**src/rtl/sha_pkg.sv**
```systemverilog
// Shared definitions for the SHA-2 stream padder: FSM states, the padding
// marker byte, the standard SHA-256/SHA-512 parameter sets and width helpers.
package sha_pkg;

  typedef enum logic [1:0] {
    ACCUM = 2'd0,
    PAD   = 2'd1,
    LEN   = 2'd2
  } sha_state_e;

  localparam logic [7:0] PAD_BYTE = 8'h80;

  localparam int SHA256_WORD_W      = 32'sd32;
  localparam int SHA256_BLOCK_WORDS = 32'sd16;
  localparam int SHA256_LEN_W       = 32'sd64;

  localparam int SHA512_WORD_W      = 32'sd64;
  localparam int SHA512_BLOCK_WORDS = 32'sd16;
  localparam int SHA512_LEN_W       = 32'sd128;

  // Index width able to address n items; never narrower than one bit.
  function automatic int idx_width(input int n);
    if (n <= 32'sd1) begin
      return 32'sd1;
    end else begin
      return $clog2(n);
    end
  endfunction

  // Number of byte lanes in a word.
  function automatic int lanes_of(input int word_w);
    return word_w / 32'sd8;
  endfunction

endpackage

```
**src/rtl/sha_byte_lane_packer.sv**
```systemverilog
// Byte-to-word packer: keeps the lane counter and the partially filled word,
// and owns the output holding register with its valid/ready handshake.
// The controlling FSM either inserts a byte (optionally as the final byte,
// with the padding marker placed behind it) or loads a complete word.
module sha_byte_lane_packer
  import sha_pkg::*;
#(
  parameter int WORD_W = SHA256_WORD_W
) (
  input  logic              clk,
  input  logic              rst,
  input  logic              ins_en_i,
  input  logic [7:0]        ins_byte_i,
  input  logic              flush_i,
  input  logic              marker_i,
  input  logic              load_en_i,
  input  logic [WORD_W-1:0] load_word_i,
  input  logic              block_last_i,
  input  logic              msg_last_i,
  input  logic              out_ready_i,
  output logic              load_ok_o,
  output logic              push_o,
  output logic              lane_top_o,
  output logic              word_valid_o,
  output logic [WORD_W-1:0] word_o,
  output logic              block_last_o,
  output logic              msg_last_o
);

  localparam int LANES  = lanes_of(WORD_W);
  localparam int LANE_W = idx_width(LANES);
  localparam logic [LANE_W-1:0] LANE_TOP = LANE_W'(LANES - 32'sd1);
  localparam logic [LANE_W-1:0] LANE_ONE = {{(LANE_W-1){1'b0}}, 1'b1};

  logic [WORD_W-1:0] acc_q, acc_d;
  logic [LANE_W-1:0] lane_q, lane_d;
  logic              valid_q, valid_d;
  logic [WORD_W-1:0] word_q, word_d;
  logic              bl_q, bl_d;
  logic              ml_q, ml_d;

  logic [WORD_W-1:0] byte_word_s;
  logic              marker_sel_s;
  logic              byte_push_s;

  // Merge the incoming byte (and the marker behind a final byte) into the partial word.
  always_comb begin
    marker_sel_s = flush_i && marker_i && (lane_q != LANE_TOP);
    byte_word_s  = acc_q;
    for (int l = 0; l < LANES; l++) begin
      byte_word_s[(LANES-1-l)*8 +: 8] =
        (lane_q == LANE_W'(l)) ? ins_byte_i :
        (marker_sel_s && ((lane_q + LANE_ONE) == LANE_W'(l))) ? PAD_BYTE :
        acc_q[(LANES-1-l)*8 +: 8];
    end
  end

  // Handshake status and next-state of the lane accumulator and output register.
  always_comb begin
    lane_top_o  = (lane_q == LANE_TOP);
    load_ok_o   = !valid_q || out_ready_i;
    byte_push_s = ins_en_i && (lane_top_o || flush_i);
    push_o      = byte_push_s || load_en_i;

    if (byte_push_s) begin
      acc_d  = '0;
      lane_d = '0;
    end else if (ins_en_i) begin
      acc_d  = byte_word_s;
      lane_d = lane_q + LANE_ONE;
    end else begin
      acc_d  = acc_q;
      lane_d = lane_q;
    end

    if (push_o) begin
      valid_d = 1'b1;
      word_d  = load_en_i ? load_word_i : byte_word_s;
      bl_d    = block_last_i;
      ml_d    = msg_last_i;
    end else if (out_ready_i) begin
      valid_d = 1'b0;
      word_d  = word_q;
      bl_d    = 1'b0;
      ml_d    = 1'b0;
    end else begin
      valid_d = valid_q;
      word_d  = word_q;
      bl_d    = bl_q;
      ml_d    = ml_q;
    end
  end

  // Accumulator, lane counter and output holding register.
  always_ff @(posedge clk) begin
    if (rst) begin
      acc_q   <= '0;
      lane_q  <= '0;
      valid_q <= 1'b0;
      word_q  <= '0;
      bl_q    <= 1'b0;
      ml_q    <= 1'b0;
    end else begin
      acc_q   <= acc_d;
      lane_q  <= lane_d;
      valid_q <= valid_d;
      word_q  <= word_d;
      bl_q    <= bl_d;
      ml_q    <= ml_d;
    end
  end

  assign word_valid_o = valid_q;
  assign word_o       = word_q;
  assign block_last_o = bl_q;
  assign msg_last_o   = ml_q;

endmodule

```
**src/rtl/sha_stream_padder.sv**
```systemverilog
// SHA-2 stream padder: packs a framed byte stream into big-endian words and
// appends the SHA-2 padding (0x80 marker, zero fill, message bit length) so
// the hash core receives complete BLOCK_WORDS-word blocks.
// Optional feature macro SHA_PAD_BYPASS_EN adds pad_bypass_in, which lets a
// message pass through unpadded (last partial word zero-filled).
module sha_stream_padder
  import sha_pkg::*;
#(
  parameter int WORD_W      = SHA256_WORD_W,
  parameter int BLOCK_WORDS = SHA256_BLOCK_WORDS,
  parameter int LEN_W       = SHA256_LEN_W
) (
  input  logic              clk,
  input  logic              rst,
`ifdef SHA_PAD_BYPASS_EN
  input  logic              pad_bypass_in,
`endif
  input  logic              byte_valid_in,
  input  logic [7:0]        byte_in,
  input  logic              byte_last_in,
  output logic              byte_ready_out,
  output logic              word_valid_out,
  output logic [WORD_W-1:0] word_out,
  input  logic              word_ready_in,
  output logic              block_last_out,
  output logic              msg_last_out
);

  localparam int LEN_WORDS = LEN_W / WORD_W;
  localparam int WIDX_W    = idx_width(BLOCK_WORDS);
  localparam int LIDX_W    = idx_width(LEN_WORDS);
  localparam logic [WIDX_W-1:0] WIDX_LAST = WIDX_W'(BLOCK_WORDS - 32'sd1);
  localparam logic [WIDX_W-1:0] WIDX_ONE  = {{(WIDX_W-1){1'b0}}, 1'b1};
  localparam logic [WIDX_W-1:0] PAD_LIMIT = WIDX_W'(BLOCK_WORDS - LEN_WORDS);
  localparam logic [LIDX_W-1:0] LIDX_LAST = LIDX_W'(LEN_WORDS - 32'sd1);
  localparam logic [LIDX_W-1:0] LIDX_ONE  = {{(LIDX_W-1){1'b0}}, 1'b1};
  localparam logic [LEN_W-1:0]  BYTE_BITS = {{(LEN_W-4){1'b0}}, 4'd8};
  localparam logic [WORD_W-1:0] MARKER_WORD = {PAD_BYTE, {(WORD_W-8){1'b0}}};

  sha_state_e        state_q, state_d;
  logic [WIDX_W-1:0] widx_q, widx_d;
  logic [LEN_W-1:0]  bitcnt_q, bitcnt_d;
  logic [LIDX_W-1:0] lidx_q, lidx_d;
  logic              mark_pend_q, mark_pend_d;

  logic              load_ok_s;
  logic              push_s;
  logic              lane_top_s;
  logic              ins_en_s;
  logic              flush_s;
  logic              marker_s;
  logic              load_en_s;
  logic [WORD_W-1:0] load_word_s;
  logic              flag_bl_s;
  logic              flag_ml_s;
  logic [WIDX_W-1:0] widx_inc_s;
  logic [WORD_W-1:0] len_word_s;
  logic              byp_s;

`ifdef SHA_PAD_BYPASS_EN
  logic first_q, first_d;
  logic bypass_q, bypass_d;

  // Bypass decision is taken from the first byte and held for the whole message.
  always_comb begin
    byp_s = first_q ? pad_bypass_in : bypass_q;
    if (ins_en_s) begin
      first_d = flush_s;
    end else begin
      first_d = first_q;
    end
    if (ins_en_s && first_q) begin
      bypass_d = pad_bypass_in;
    end else begin
      bypass_d = bypass_q;
    end
  end

  // First-byte tracker and sampled bypass flag.
  always_ff @(posedge clk) begin
    if (rst) begin
      first_q  <= 1'b1;
      bypass_q <= 1'b0;
    end else begin
      first_q  <= first_d;
      bypass_q <= bypass_d;
    end
  end
`else
  assign byp_s = 1'b0;
`endif

  // Word index after the current word, wrapping at the block end; length word select.
  always_comb begin
    widx_inc_s = (widx_q == WIDX_LAST) ? '0 : (widx_q + WIDX_ONE);
    len_word_s = '0;
    for (int k = 0; k < LEN_WORDS; k++) begin
      len_word_s = (lidx_q == LIDX_W'(k)) ? bitcnt_q[(LEN_WORDS-1-k)*WORD_W +: WORD_W]
                                          : len_word_s;
    end
  end

  // FSM state register.
  always_ff @(posedge clk) begin
    if (rst) begin
      state_q <= ACCUM;
    end else begin
      state_q <= state_d;
    end
  end

  // FSM next-state: a final byte either ends the message (bypass) or starts padding;
  // padding hands over to the length phase right after the word preceding PAD_LIMIT.
  always_comb begin
    state_d = state_q;
    case (state_q)
      ACCUM: begin
        if (ins_en_s && flush_s) begin
          if (byp_s) begin
            state_d = ACCUM;
          end else if (lane_top_s) begin
            state_d = PAD;
          end else if (widx_inc_s == PAD_LIMIT) begin
            state_d = LEN;
          end else begin
            state_d = PAD;
          end
        end else begin
          state_d = ACCUM;
        end
      end
      PAD: begin
        if (load_ok_s && (widx_inc_s == PAD_LIMIT)) begin
          state_d = LEN;
        end else begin
          state_d = PAD;
        end
      end
      LEN: begin
        if (load_ok_s && (lidx_q == LIDX_LAST)) begin
          state_d = ACCUM;
        end else begin
          state_d = LEN;
        end
      end
      default: begin
        state_d = ACCUM;
      end
    endcase
  end

  // FSM outputs: byte acceptance in ACCUM, generated pad/length words otherwise.
  always_comb begin
    byte_ready_out = 1'b0;
    ins_en_s       = 1'b0;
    flush_s        = 1'b0;
    marker_s       = 1'b0;
    load_en_s      = 1'b0;
    load_word_s    = '0;
    flag_bl_s      = (widx_q == WIDX_LAST);
    flag_ml_s      = 1'b0;
    case (state_q)
      ACCUM: begin
        byte_ready_out = load_ok_s;
        ins_en_s       = byte_valid_in && load_ok_s;
        flush_s        = ins_en_s && byte_last_in;
        marker_s       = !byp_s;
        flag_bl_s      = (byp_s && flush_s) || (widx_q == WIDX_LAST);
        flag_ml_s      = byp_s && flush_s;
      end
      PAD: begin
        load_en_s   = load_ok_s;
        load_word_s = mark_pend_q ? MARKER_WORD : '0;
      end
      LEN: begin
        load_en_s   = load_ok_s;
        load_word_s = len_word_s;
        flag_ml_s   = (lidx_q == LIDX_LAST);
      end
      default: begin
        byte_ready_out = 1'b0;
      end
    endcase
  end

  // Next values of word index, bit counter, length-word index and pending marker.
  always_comb begin
    if (ins_en_s && flush_s && byp_s) begin
      widx_d = '0;
    end else if (push_s) begin
      widx_d = widx_inc_s;
    end else begin
      widx_d = widx_q;
    end

    if (ins_en_s) begin
      bitcnt_d = (flush_s && byp_s) ? '0 : (bitcnt_q + BYTE_BITS);
    end else if ((state_q == LEN) && load_ok_s && (lidx_q == LIDX_LAST)) begin
      bitcnt_d = '0;
    end else begin
      bitcnt_d = bitcnt_q;
    end

    if ((state_q == LEN) && load_ok_s) begin
      lidx_d = (lidx_q == LIDX_LAST) ? '0 : (lidx_q + LIDX_ONE);
    end else begin
      lidx_d = lidx_q;
    end

    // A final byte in the top lane leaves no room for the marker in that word.
    if (ins_en_s && flush_s && !byp_s && lane_top_s) begin
      mark_pend_d = 1'b1;
    end else if ((state_q == PAD) && load_ok_s) begin
      mark_pend_d = 1'b0;
    end else begin
      mark_pend_d = mark_pend_q;
    end
  end

  // Message bookkeeping registers.
  always_ff @(posedge clk) begin
    if (rst) begin
      widx_q      <= '0;
      bitcnt_q    <= '0;
      lidx_q      <= '0;
      mark_pend_q <= 1'b0;
    end else begin
      widx_q      <= widx_d;
      bitcnt_q    <= bitcnt_d;
      lidx_q      <= lidx_d;
      mark_pend_q <= mark_pend_d;
    end
  end

  sha_byte_lane_packer #(
    .WORD_W (WORD_W)
  ) u_packer (
    .clk          (clk),
    .rst          (rst),
    .ins_en_i     (ins_en_s),
    .ins_byte_i   (byte_in),
    .flush_i      (flush_s),
    .marker_i     (marker_s),
    .load_en_i    (load_en_s),
    .load_word_i  (load_word_s),
    .block_last_i (flag_bl_s),
    .msg_last_i   (flag_ml_s),
    .out_ready_i  (word_ready_in),
    .load_ok_o    (load_ok_s),
    .push_o       (push_s),
    .lane_top_o   (lane_top_s),
    .word_valid_o (word_valid_out),
    .word_o       (word_out),
    .block_last_o (block_last_out),
    .msg_last_o   (msg_last_out)
  );

endmodule
```
**config.mk**
```make
export PLATFORM = sky130hd
export DESIGN_NAME = sha_stream_padder
export DESIGN_NICKNAME = d
export VERILOG_FILES = /design/src/rtl/sha_pkg.sv /design/src/rtl/sha_byte_lane_packer.sv /design/src/rtl/sha_stream_padder.sv
export SDC_FILE = /design/constraint.sdc
export NUM_CORES = 1
export LEC_CHECK = 0
export BUFFER_PORTS_ARGS = -buffer_cell sky130_fd_sc_hd__buf_4
export CORE_UTILIZATION = 50
export DETAILED_ROUTE_END_ITERATION = 8
export GPL_TIMING_DRIVEN = 0
export PLACE_DENSITY_LB_ADDON = 0.05
export SYNTH_ARGS = -nofsm -noshare
export SYNTH_HDL_FRONTEND = slang
export SYNTH_HIERARCHICAL = 1
export SYNTH_SLANG_ARGS = --single-unit
export TNS_END_PERCENT = 20
```
**constraint.sdc**
```tcl
create_clock -name clk -period 3.4 [get_ports clk]
set_input_delay 0.51 -clock clk [delete_from_list [all_inputs] [get_ports clk]]
set_output_delay 0.51 -clock clk [all_outputs]
set_load 0.01 [all_outputs]
```
==> flow_summary_export.csv, run 1 <==
group,metric,value,unit
status,status,"finished, final reports clean",
floorplan,die_area,17040,um^2
power_and_ir_drop,p_sw_share,27.95,%
logic_synthesis,avgSynthCellArea,8.462,um^2
timing,clock.fmax,323.1,MHz
timing,rsz0062_at_grt,"false",
job,maxCapViolCount,0,
clock_tree,cts_resized,0,
logic_synthesis,ys.flop_type,"dfxtp_1",
setup_path,crit_path_end_kind,"flop",
logic_synthesis,synth-edff-count,0,
hold_path,hp-class,"in2reg",
setup_path,cp.arrival,3390,ps
drt,wl_per_cell,20.41,um
drt,vias,7905,
timing,relSlewSlack,40.35,%
global_routing,grt_start_max_net_pins,17,
timing,setup_violations,0,
power_and_ir_drop,p_clk_share,44.7,%
cells_and_area,final_common_cell,"dfxtp_1",
clock_tree,clk_path_buf_depth,2,
floorplan,start_util,51.62,%
drt,drc,0,
power_and_ir_drop,p_leak,3.275,nW
setup_path,cp_max_fo,10,
cells_and_area,fin_util,59.04,%
clock_tree,cts_num_sinks,138,
cells_and_area,layout-drive-gt1-share,17.35,%
clock_tree,post_cts_buffers,0,
power_and_ir_drop,power.internal,0.003101,W
cells_and_area,fin_cells,1265,
timing,timing.final.crit_period,3095,ps
logic_synthesis,synth_top_area_share,33.45,%
drt,highest_layer,"met4",
power_and_ir_drop,comb_power_share,15.0,%
logic_synthesis,ys_warn_count,6,
logic_synthesis,syn-num-nets,1004,
drt,drt_wl_total,25820,um
power_and_ir_drop,power.density,455.6,nW/um^2
timing,hold_viol_final,0,
drt,drt_iter0_drc,970,
timing,whs,375.9,ps
clock_tree,cts-root-buf,"clkbuf_16",
drt,dr_wl_met3,1994,um
drt,wl_met2,10860,um
timing,finalCritPeriodShare,91.04,%
logic_synthesis,synth_cell_types,66,
setup_path,worstSetupPathType,"reg2reg",
power_and_ir_drop,p_sw,0.001203,W
global_routing,grt_use_total,31.15,%
logic_synthesis,syn_area,8259,um^2
drt,postRouteAntennaNets,0,
setup_path,cp-start-kind,"flop",
cells_and_area,num_antenna_cells,0,
cells_and_area,design.final.nets,1064,
floorplan,fp-row-count,46,
timing,setup_tns,0,ps
global_routing,gr-total-overflow,0,
global_routing,grt_pass1_wl,39690,um
cells_and_area,syn_to_final_growth,14.38,%
global_routing,grt_pass1_vias,7014,
drt,drt_pass1_iterations,8,
logic_synthesis,seq_area_frac_synth,33.45,%
clock_tree,clk_latency,430,ps
floorplan,dieWidth,130.5,um
place,globalplace.congestion,0.9319,
setup_path,required,3700,ps
timing,worstMarginPinSlew,891.4,ps
power_and_ir_drop,seqPwrFrac,40.2,%
clock_tree,path_clk_slew,60,ps
floorplan,dieHeight,130.5,um
timing,finClkSkew,7.808,ps
logic_synthesis,syn-instance-count,976,
logic_synthesis,async_reset_ff_share,0,%
place,dp.cells,1233,
clock_tree,postCtsHoldBufs,0,
cells_and_area,final_cell_mix,"138 x dfxtp_1, 83 x a21oi_1, 80 x nor2_1",
logic_synthesis,ys_ff_latch,138,
logic_synthesis,synthTopCellsByArea,"dfxtp_1 33%, a21oi_1 5.0%, mux2i_1 4.5%",
power_and_ir_drop,max-vdd-ir-drop,0.3671,mV
clock_tree,h-tree-depth,4,
floorplan,coreArea,16000,um^2
clock_tree,cts_tree,"built",
drt,met1_length,12260,um
global_routing,antenna_found_initial,0,
logic_synthesis,synth_top_area_cell,"dfxtp_1",
place,dp_hpwl,18360,um
clock_tree,numCtsBuffers,17,
floorplan,io-pin-count,49,
place,io_buffers,41,
drt,drt-vias-per-instance,6.249,
timing,slew_violations,0,
## metal layers
layer  up-vias  global-route usage (%)
met1      3811                   46.51
met4         0                   11.70
met5         -                       0
met3        45                   5.945
met2       317                   43.76
li1       3732                       -
## worst max-delay path: stages (launching register included)
cell and delay (ps):
dfxtp_1 350, inv_1 80, ha_1 340, nand3_4 240, clkinv_1 350, nor2_1 800, nor2_1 150, clkbuf_1 350
o211ai_1 200, o41ai_1 100
## registers in the layout, indices dropped and copies added (netlist names)
signal and cells:
bitcnt_q 61, lidx_q 1, mark_pend_q 1, state_q 2
u_packer/acc_q 32, u_packer/block_last_o 1, u_packer/lane_q 2, u_packer/msg_last_o 1
u_packer/word_o 32, u_packer/word_valid_o 1, widx_q 4
## power groups by stage
stage | clock [W] | combinational, W | sequential [W]
floorplan | 0 | 0.000425 | 0.00177
global placement | 0 | 0.000628 | 0.00176
detailed placement | 0 | 0.000632 | 0.00176
CTS | 0.00194 | 0.000639 | 0.00173
global route | 0.00201 | 0.000701 | 0.00174
finish | 0.00193 | 0.000647 | 0.00173
## kinds of logic after synthesis
kind of cell,count (synthesis),share of synthesized area [%]
adders and majority gates,15,2.272
xor gates and xnor gates,4,0.4243
AOI/OAI and AO/OA,244,22.03
and+or+nand+nor,396,28.16
DFF,138,33.45
buffers and inverters,131,7.681
muxes,48,5.984
## per-stage QoR
step                      power (W)  instance area [um^2]  setup slack (ps)
after detailed placement   0.002396                  8837             160.5
after CTS                  0.004312                  9447             339.9
final                      0.004304                  9447             304.7
after global routing       0.004446                  9447             124.3
after floorplan            0.002194                  8259              1159
after global placement     0.002393                  8837             162.7
## layout make-up
class / count / area (um^2)
buffer: 86 / 465.4
clock buffer: 22 / 494.2
clock inverter: 10 / 115.1
fill: 1544 / 6554
inverter: 45 / 168.9
multi-input combinational: 707 / 4862
sequential: 138 / 2763
tap: 216 / 270.3
timing repair buffer: 41 / 307.8
## cells in the mapped netlist (8+ instances only)
cell      number
nor3b_1       21
o211ai_1      16
a31oi_1       23
a22oi_1       10
buf_2         12
nor3_1        12
nand4_1       22
nand2_1       78
o21ai_0       16
dfxtp_1      138
o41ai_1        8
clkbuf_1      42
buf_1         14
o211a_1       21
buf_6         14
mux2_2        11
a21oi_1       83
nor2_1        80
o221a_1       19
nor2b_1        8
or2_2          8
nor3b_2        9
inv_1         44
or3_1         16
mux2i_1       37
nor3_2        23
nand4b_1      12
nand3_1       51
ha_1          15
or4_1         10
and3_1         8
## worst paths after layout
| path | to | slack, ps | from | cells past startpoint |
|---|---|---|---|---|
| worst min-delay path | u_packer/msg_last_o$_SDFFE_PP0P_ | 380 | word_ready_in | 3 |
| worst max-delay path | bitcnt_q[35]$_SDFFE_PP0P_ | 300 | state_q[0]$_SDFF_PP0_ | 9 |
| worst max register to register | bitcnt_q[35]$_SDFFE_PP0P_ | 300 | state_q[0]$_SDFF_PP0_ | 9 |
| worst min register to register | bitcnt_q[63]$_SDFFE_PP0P_ | 490 | bitcnt_q[63]$_SDFFE_PP0P_ | 2 |
No activity file was read; power rests on OpenSTA's default activity.
==> run 2: changes to the inputs <==
--- a/config.mk
+++ b/config.mk
@@ -5,6 +5,7 @@
 export SDC_FILE = /design/constraint.sdc
 export NUM_CORES = 1
 export LEC_CHECK = 0
+export ABC_AREA = 1
 export BUFFER_PORTS_ARGS = -buffer_cell sky130_fd_sc_hd__buf_4
 export CORE_UTILIZATION = 50
 export DETAILED_ROUTE_END_ITERATION = 8
==> run 2 against run 1 <==
Against the previous run:
- non-clock buffer count decreased by 25
- critical path depth increased by 1
- maximum frequency decreased by 1.4%
- utilization decreased by 0.61 points
- power decreased by 0.73%
- largest power group unchanged
- highest routed layer unchanged
==> flow_summary_export.csv, run 2 <==
group,metric,value,unit
status,status,"finished, final reports clean",
timing,finClkSkew,11.32,ps
clock_tree,cts_num_sinks,138,
logic_synthesis,yosys.cell_count.top_type,"nand2_1",
cells_and_area,syn_to_final_growth,14.03,%
logic_synthesis,async_reset_ff_share,0,%
setup_path,crit_path_end_kind,"flop",
place,globalplace.congestion,1.020,
place,dp_hpwl,22090,um
logic_synthesis,ys.flop_type,"dfxtp_1",
logic_synthesis,synthTopCellsByArea,"dfxtp_1 32%, nand2_1 12%, nor2_1 11%",
logic_synthesis,ys_warn_count,6,
floorplan,io-pin-count,49,
clock_tree,clk_path_buf_depth,2,
place,postPlaceCellArea,9164,um^2
setup_path,cp_max_fo,13,
logic_synthesis,synth-edff-count,0,
logic_synthesis,syn-num-nets,1384,
clock_tree,cts_resized,0,
hold_path,min_to,"u_packer/msg_last_o$_SDFFE_PP0P_",
cells_and_area,final.fill_count,1674,
clock_tree,h-tree-depth,4,
timing,setup_violations,0,
drt,vias,9025,
power_and_ir_drop,finalPower,0.004272,W
drt,drt-vias-per-instance,5.450,
setup_path,timing.rr.end,"u_packer/word_o[23]$_SDFFE_PP0P_",
logic_synthesis,ys_ff_latch,138,
timing,worstMarginPinSlew,895.3,ps
floorplan,fp-row-count,47,
power_and_ir_drop,power.density,439.4,nW/um^2
hold_path,hp-start,"word_ready_in",
clock_tree,cts-root-buf,"clkbuf_16",
setup_path,regToRegSetupSlack,260,ps
cells_and_area,design.final.nets,1451,
logic_synthesis,synth_top_area_cell,"dfxtp_1",
logic_synthesis,seq_area_frac_synth,32.39,%
cells_and_area,fin_area,9724,um^2
logic_synthesis,synth_top_area_share,32.39,%
timing,timing.final.crit_period,3140,ps
global_routing,grt_pass1_wl,45420,um
timing,rsz0062_at_grt,"false",
timing,clock.fmax,318.5,MHz
clock_tree,postCtsHoldBufs,0,
timing,finalCritPeriodShare,92.35,%
cells_and_area,layout-drive-gt1-share,9.958,%
drt,wl_per_cell,17.64,um
timing,relSlewSlack,40.09,%
cells_and_area,fin_cells,1656,
global_routing,gr-total-overflow,0,
setup_path,worstReg2RegStart,"state_q[0]$_SDFF_PP0_",
drt,postRouteAntennaNets,0,
place,dp.cells,1624,
drt,drt_wl_total,29210,um
cells_and_area,final_cell_mix,"279 x nand2_1, 250 x nor2_1, 211 x inv_1",
timing,hold_viol_final,0,
setup_path,reg2reg_depth,10,
logic_synthesis,syn_area,8528,um^2
place,io_buffers,48,
cells_and_area,num_antenna_cells,0,
global_routing,grt_pass1_vias,8161,
logic_synthesis,avgSynthCellArea,6.289,um^2
hold_path,hp-class,"in2reg",
setup_path,cp-start-kind,"flop",
timing,setup_tns,0,ps
clock_tree,post_cts_buffers,0,
timing,slew_violations,0,
power_and_ir_drop,p_leak,4.563,nW
power_and_ir_drop,max-vdd-ir-drop,0.3730,mV
setup_path,cp.arrival,3500,ps
global_routing,grt_use_total,33.96,%
logic_synthesis,synth_common_cells,"279 x nand2_1, 250 x nor2_1, 211 x inv_1",
cells_and_area,multiInputGateArea,4607,um^2
floorplan,start_util,51.24,%
logic_synthesis,synth_cell_types,45,
cells_and_area,seq_area,2763,um^2
floorplan,dieWidth,132.6,um
drt,drc,0,
setup_path,worstSetupPathType,"reg2reg",
clock_tree,cts_tree,"built",
clock_tree,clk_latency,440,ps
floorplan,coreArea,16640,um^2
cells_and_area,final_common_cell,"nand2_1",
clock_tree,numCtsBuffers,17,
job,maxCapViolCount,0,
logic_synthesis,syn-instance-count,1356,
floorplan,dieHeight,132.6,um
global_routing,antenna_found_initial,0,
setup_path,required,3760,ps
floorplan,die_area,17580,um^2
clock_tree,path_clk_slew,60,ps
global_routing,grt_start_max_net_pins,17,
cells_and_area,largest_reg_flops,61,
hold_path,holdPathStages,4,
drt,drt_iter0_drc,873,
cells_and_area,top_register,"bitcnt_q",
drt,drt_pass1_iterations,8,
## run 2: cells by family after synthesis
logic type,after synthesis,synth area share [%]
fa+ha+maj,15,2.201
buf+inv,269,13.59
compound gates,146,10.14
simple gates,788,41.68
flops,138,32.39
## run 2: layer usage
layer	up-vias	routed length [um]	GRT usage, %
li1	4446	-	-
met1	4118	13420	48.89
met5	-	0	0
met2	401	12310	49.80
met3	60	2655	6.973
met4	0	819	12.07
## run 2: layout make-up
class | instances | share of cell area [%]
Timing Repair Buffer | 48 | 3.706
Buffer | 54 | 3.616
Tap cell | 220 | 2.831
Inverter | 215 | 8.299
Multi-Input combinational cell | 949 | 47.38
Sequential cell | 138 | 28.41
Clock inverter | 13 | 1.209
Clock buffer | 19 | 4.555
## run 2: per-stage QoR
stage / hold WS (ps) / setup WS (ps) / utilization, %
after floorplan: 443.8 / 1200 / -
after global placement: 458.4 / 334.0 / 55.06
after detailed placement: 460.6 / 340.5 / 55.06
after CTS: 378.0 / 325.1 / 58.43
after global routing: 398.0 / 164.8 / 58.43
final: 386.8 / 260.0 / 58.43
## run 2: worst max-delay path by stage
stage                               start  slack (ps)                                 end  depth (start not counted)
floorplan           state_q[0]$_SDFF_PP0_        1200     u_packer/acc_q[25]$_SDFFE_PP0P_                         11
global placement            word_ready_in         330  u_packer/block_last_o$_SDFFE_PP0P_                         11
detailed placement          word_ready_in         340  u_packer/block_last_o$_SDFFE_PP0P_                         11
CTS                 state_q[0]$_SDFF_PP0_         330  u_packer/block_last_o$_SDFFE_PP0P_                         10
global route        state_q[0]$_SDFF_PP0_         160              widx_q[2]$_SDFFE_PP0P_                         10
finish              state_q[0]$_SDFF_PP0_         260    u_packer/word_o[23]$_SDFFE_PP0P_                         10
## run 2: worst max-delay path, stage by stage (launching register included)
cell and delay [ps]:
dfxtp_1 330, inv_1 80, ha_1 420, nand2_2 170
nor2_8 250, buf_1 580, buf_4 280, o21ai_4 140
nand2_1 430, o21ai_0 220, a21oi_1 160
## run 2: power breakdown
group,internal [W],switching [W]
clock network,0.00103,0.000785
logic,0.000266,0.000422
registers,0.00171,0.0000590
==> run 3: changes to the inputs <==
--- a/config.mk
+++ b/config.mk
@@ -7,10 +7,11 @@
 export LEC_CHECK = 0
 export ABC_AREA = 1
 export BUFFER_PORTS_ARGS = -buffer_cell sky130_fd_sc_hd__buf_4
-export CORE_UTILIZATION = 50
+export CORE_MARGIN = 10
+export CORE_UTILIZATION = 59
 export DETAILED_ROUTE_END_ITERATION = 8
 export GPL_TIMING_DRIVEN = 0
-export PLACE_DENSITY_LB_ADDON = 0.05
+export PLACE_DENSITY_LB_ADDON = 0.12
 export SYNTH_ARGS = -nofsm -noshare
 export SYNTH_HDL_FRONTEND = slang
 export SYNTH_HIERARCHICAL = 1
==> run 3 against run 2 <==
Against the previous run:
- sequential cell count stayed put
- sequential share of layout area stayed put
- via count is 1.6% higher
- non-clock buffer count stayed put
- wire length is 1.7% lower
- clock-buffer cell count is 1 higher
- global-route usage is 6.1 points lower
- critical path type unchanged
- largest power group unchanged
- highest routed layer unchanged
==> flow_summary_export.csv, run 3 (synthesized netlist as in run 2, its figures left out) <==
group,metric,value,unit
drt,postRouteAntennaNets,0,
setup_path,timing.critical_path.mode_cell,"inv_1",
clock_tree,post_cts_buffers,0,
timing,finalCritPeriodShare,89.51,%
clock_tree,clk_path_buf_depth,2,
power_and_ir_drop,max-vdd-ir-drop,0.3763,mV
cells_and_area,fin_area,9724,um^2
cells_and_area,final_cell_mix,"279 x nand2_1, 250 x nor2_1, 211 x inv_1",
floorplan,fp-row-count,43,
place,globalplace.congestion,1.073,
cells_and_area,num_antenna_cells,0,
clock_tree,numCtsBuffers,17,
global_routing,grt_pass1_wl,43530,um
timing,timing.final.crit_period,3043,ps
timing,finClkSkew,9.239,ps
setup_path,regToRegSetupSlack,360,ps
setup_path,critPathMaxStageDelay,560,ps
place,io_buffers,48,
floorplan,dieWidth,140.2,um
timing,setup_tns,0,ps
setup_path,cp.arrival,3380,ps
drt,drt_iter0_drc,1233,
floorplan,die_area,19660,um^2
global_routing,gr-total-overflow,0,
clock_tree,cts_tree,"built",
setup_path,worstSetupPathType,"reg2reg",
clock_tree,cts-root-buf,"clkbuf_16",
cells_and_area,fin_util,69.25,%
place,dp_hpwl,21610,um
timing,slew_violations,0,
drt,drc,0,
cells_and_area,fin_cells,1616,
cells_and_area,final.fill_count,1299,
drt,drt-vias-per-instance,5.675,
setup_path,cp-start-kind,"flop",
clock_tree,cts_resized,0,
clock_tree,clk_latency,440,ps
cells_and_area,syn_to_final_growth,14.03,%
floorplan,coreArea,14040,um^2
floorplan,dieHeight,140.2,um
setup_path,crit_path_end_kind,"flop",
cells_and_area,seq_area,2763,um^2
setup_path,cpLargestDelayFamily,"buffers and inverters",
cells_and_area,design.final.nets,1451,
timing,hold_viol_final,0,
power_and_ir_drop,power.density,455.3,nW/um^2
cells_and_area,multiInputGateArea,4607,um^2
clock_tree,path_clk_slew,60,ps
cells_and_area,top_register,"bitcnt_q",
global_routing,grt_use_total,27.83,%
drt,vias,9170,
global_routing,grt_pass1_vias,8057,
setup_path,timing.critical_path.buf_inv,5,
setup_path,required,3730,ps
place,dp.cells,1584,
global_routing,grt_start_max_net_pins,17,
clock_tree,h-tree-depth,4,
cells_and_area,layout-drive-gt1-share,9.819,%
setup_path,path_cells,"inv_1 > ha_1 > nand2_2 > nor2_8 > buf_1 > buf_4 > o21ai_4 > nor2_4 > buf_6 > nand3_1 > nand2_1 > inv_1",
clock_tree,postCtsHoldBufs,0,
global_routing,antenna_found_initial,0,
place,postPlaceCellArea,9114,um^2
setup_path,cp_max_fo,10,
cells_and_area,largest_reg_flops,61,
floorplan,start_util,60.73,%
clock_tree,cts_num_sinks,138,
timing,rsz0062_at_grt,"false",
drt,drt_pass1_iterations,6,
drt,wl_per_cell,17.76,um
hold_path,hp-class,"in2reg",
status,status,"finished, final reports clean",
timing,setup_violations,0,
setup_path,slowest_stage,"buf_1",
drt,drt_wl_total,28710,um
power_and_ir_drop,p_leak,4.575,nW
floorplan,io-pin-count,49,
timing,worstMarginPinSlew,894.0,ps
timing,relSlewSlack,40.18,%
job,maxCapViolCount,0,
cells_and_area,final_common_cell,"nand2_1",
timing,clock.fmax,328.6,MHz
==> run 3: per-stage QoR <==
stage	hold WS, ps	power [W]	setup WS, ps
6_report	390.9	0.004428	356.6
5_1_grt	440.2	0.004566	211.6
4_1_cts	387.7	0.004409	444.0
3_5_place_dp	454.4	0.002480	424.2
3_3_place_gp	455.4	0.002464	451.1
2_1_floorplan	443.8	0.002253	1200
==> run 3: area by class of cell <==
type / instances / area share (%)
Clock buffer: 20 / 4.490
Buffer: 54 / 3.616
Tap cell: 180 / 2.316
Timing Repair Buffer: 48 / 3.706
Clock inverter: 12 / 1.788
Sequential cell: 138 / 28.41
Inverter: 215 / 8.299
Multi-Input combinational cell: 949 / 47.38
==> run 3: worst reg2reg max path, cell delays in order, from the launching register on <==
cell,delay [ps]
dfxtp_1,320
inv_1,80
ha_1,420
nand2_2,170
nor2_8,230
buf_1,560
buf_4,290
o21ai_4,140
nor2_4,270
buf_6,200
nand3_1,130
nand2_1,90
inv_1,40
==> run 3: final timing paths <==
kind / from / endpoint / depth (start not counted)
worst max-delay path: state_q[1]$_SDFF_PP0_ / u_packer/word_o[18]$_SDFFE_PP0P_ / 12
worst min-delay path: word_ready_in / u_packer/msg_last_o$_SDFFE_PP0P_ / 4
worst max register to register: state_q[1]$_SDFF_PP0_ / u_packer/word_o[18]$_SDFFE_PP0P_ / 12
worst min register to register: mark_pend_q$_SDFFE_PP0P_ / mark_pend_q$_SDFFE_PP0P_ / 2
==> run 3: power by group <==
part           total [W]  leakage, nW  internal, W  switching [W]
Sequential       0.00177         1.12      0.00171      0.0000594
Clock            0.00196        0.286      0.00122       0.000739
Combinational   0.000695         3.16     0.000266       0.000429
==> run 3: layer usage <==
| metal | global-route usage [%] | share of wire [%] | routed length (um) | vias to the layer above |
|---|---|---|---|---|
| met1 | 38.24 | 44 | 12530 | 4165 |
| met5 | 0 | 0 | 0 | - |
| met2 | 40.47 | 42 | 12060 | 471 |
| li1 | - | - | - | 4452 |
| met3 | 8.553 | 11 | 3265 | 82 |
| met4 | 8.967 | 3.0 | 848 | 0 |
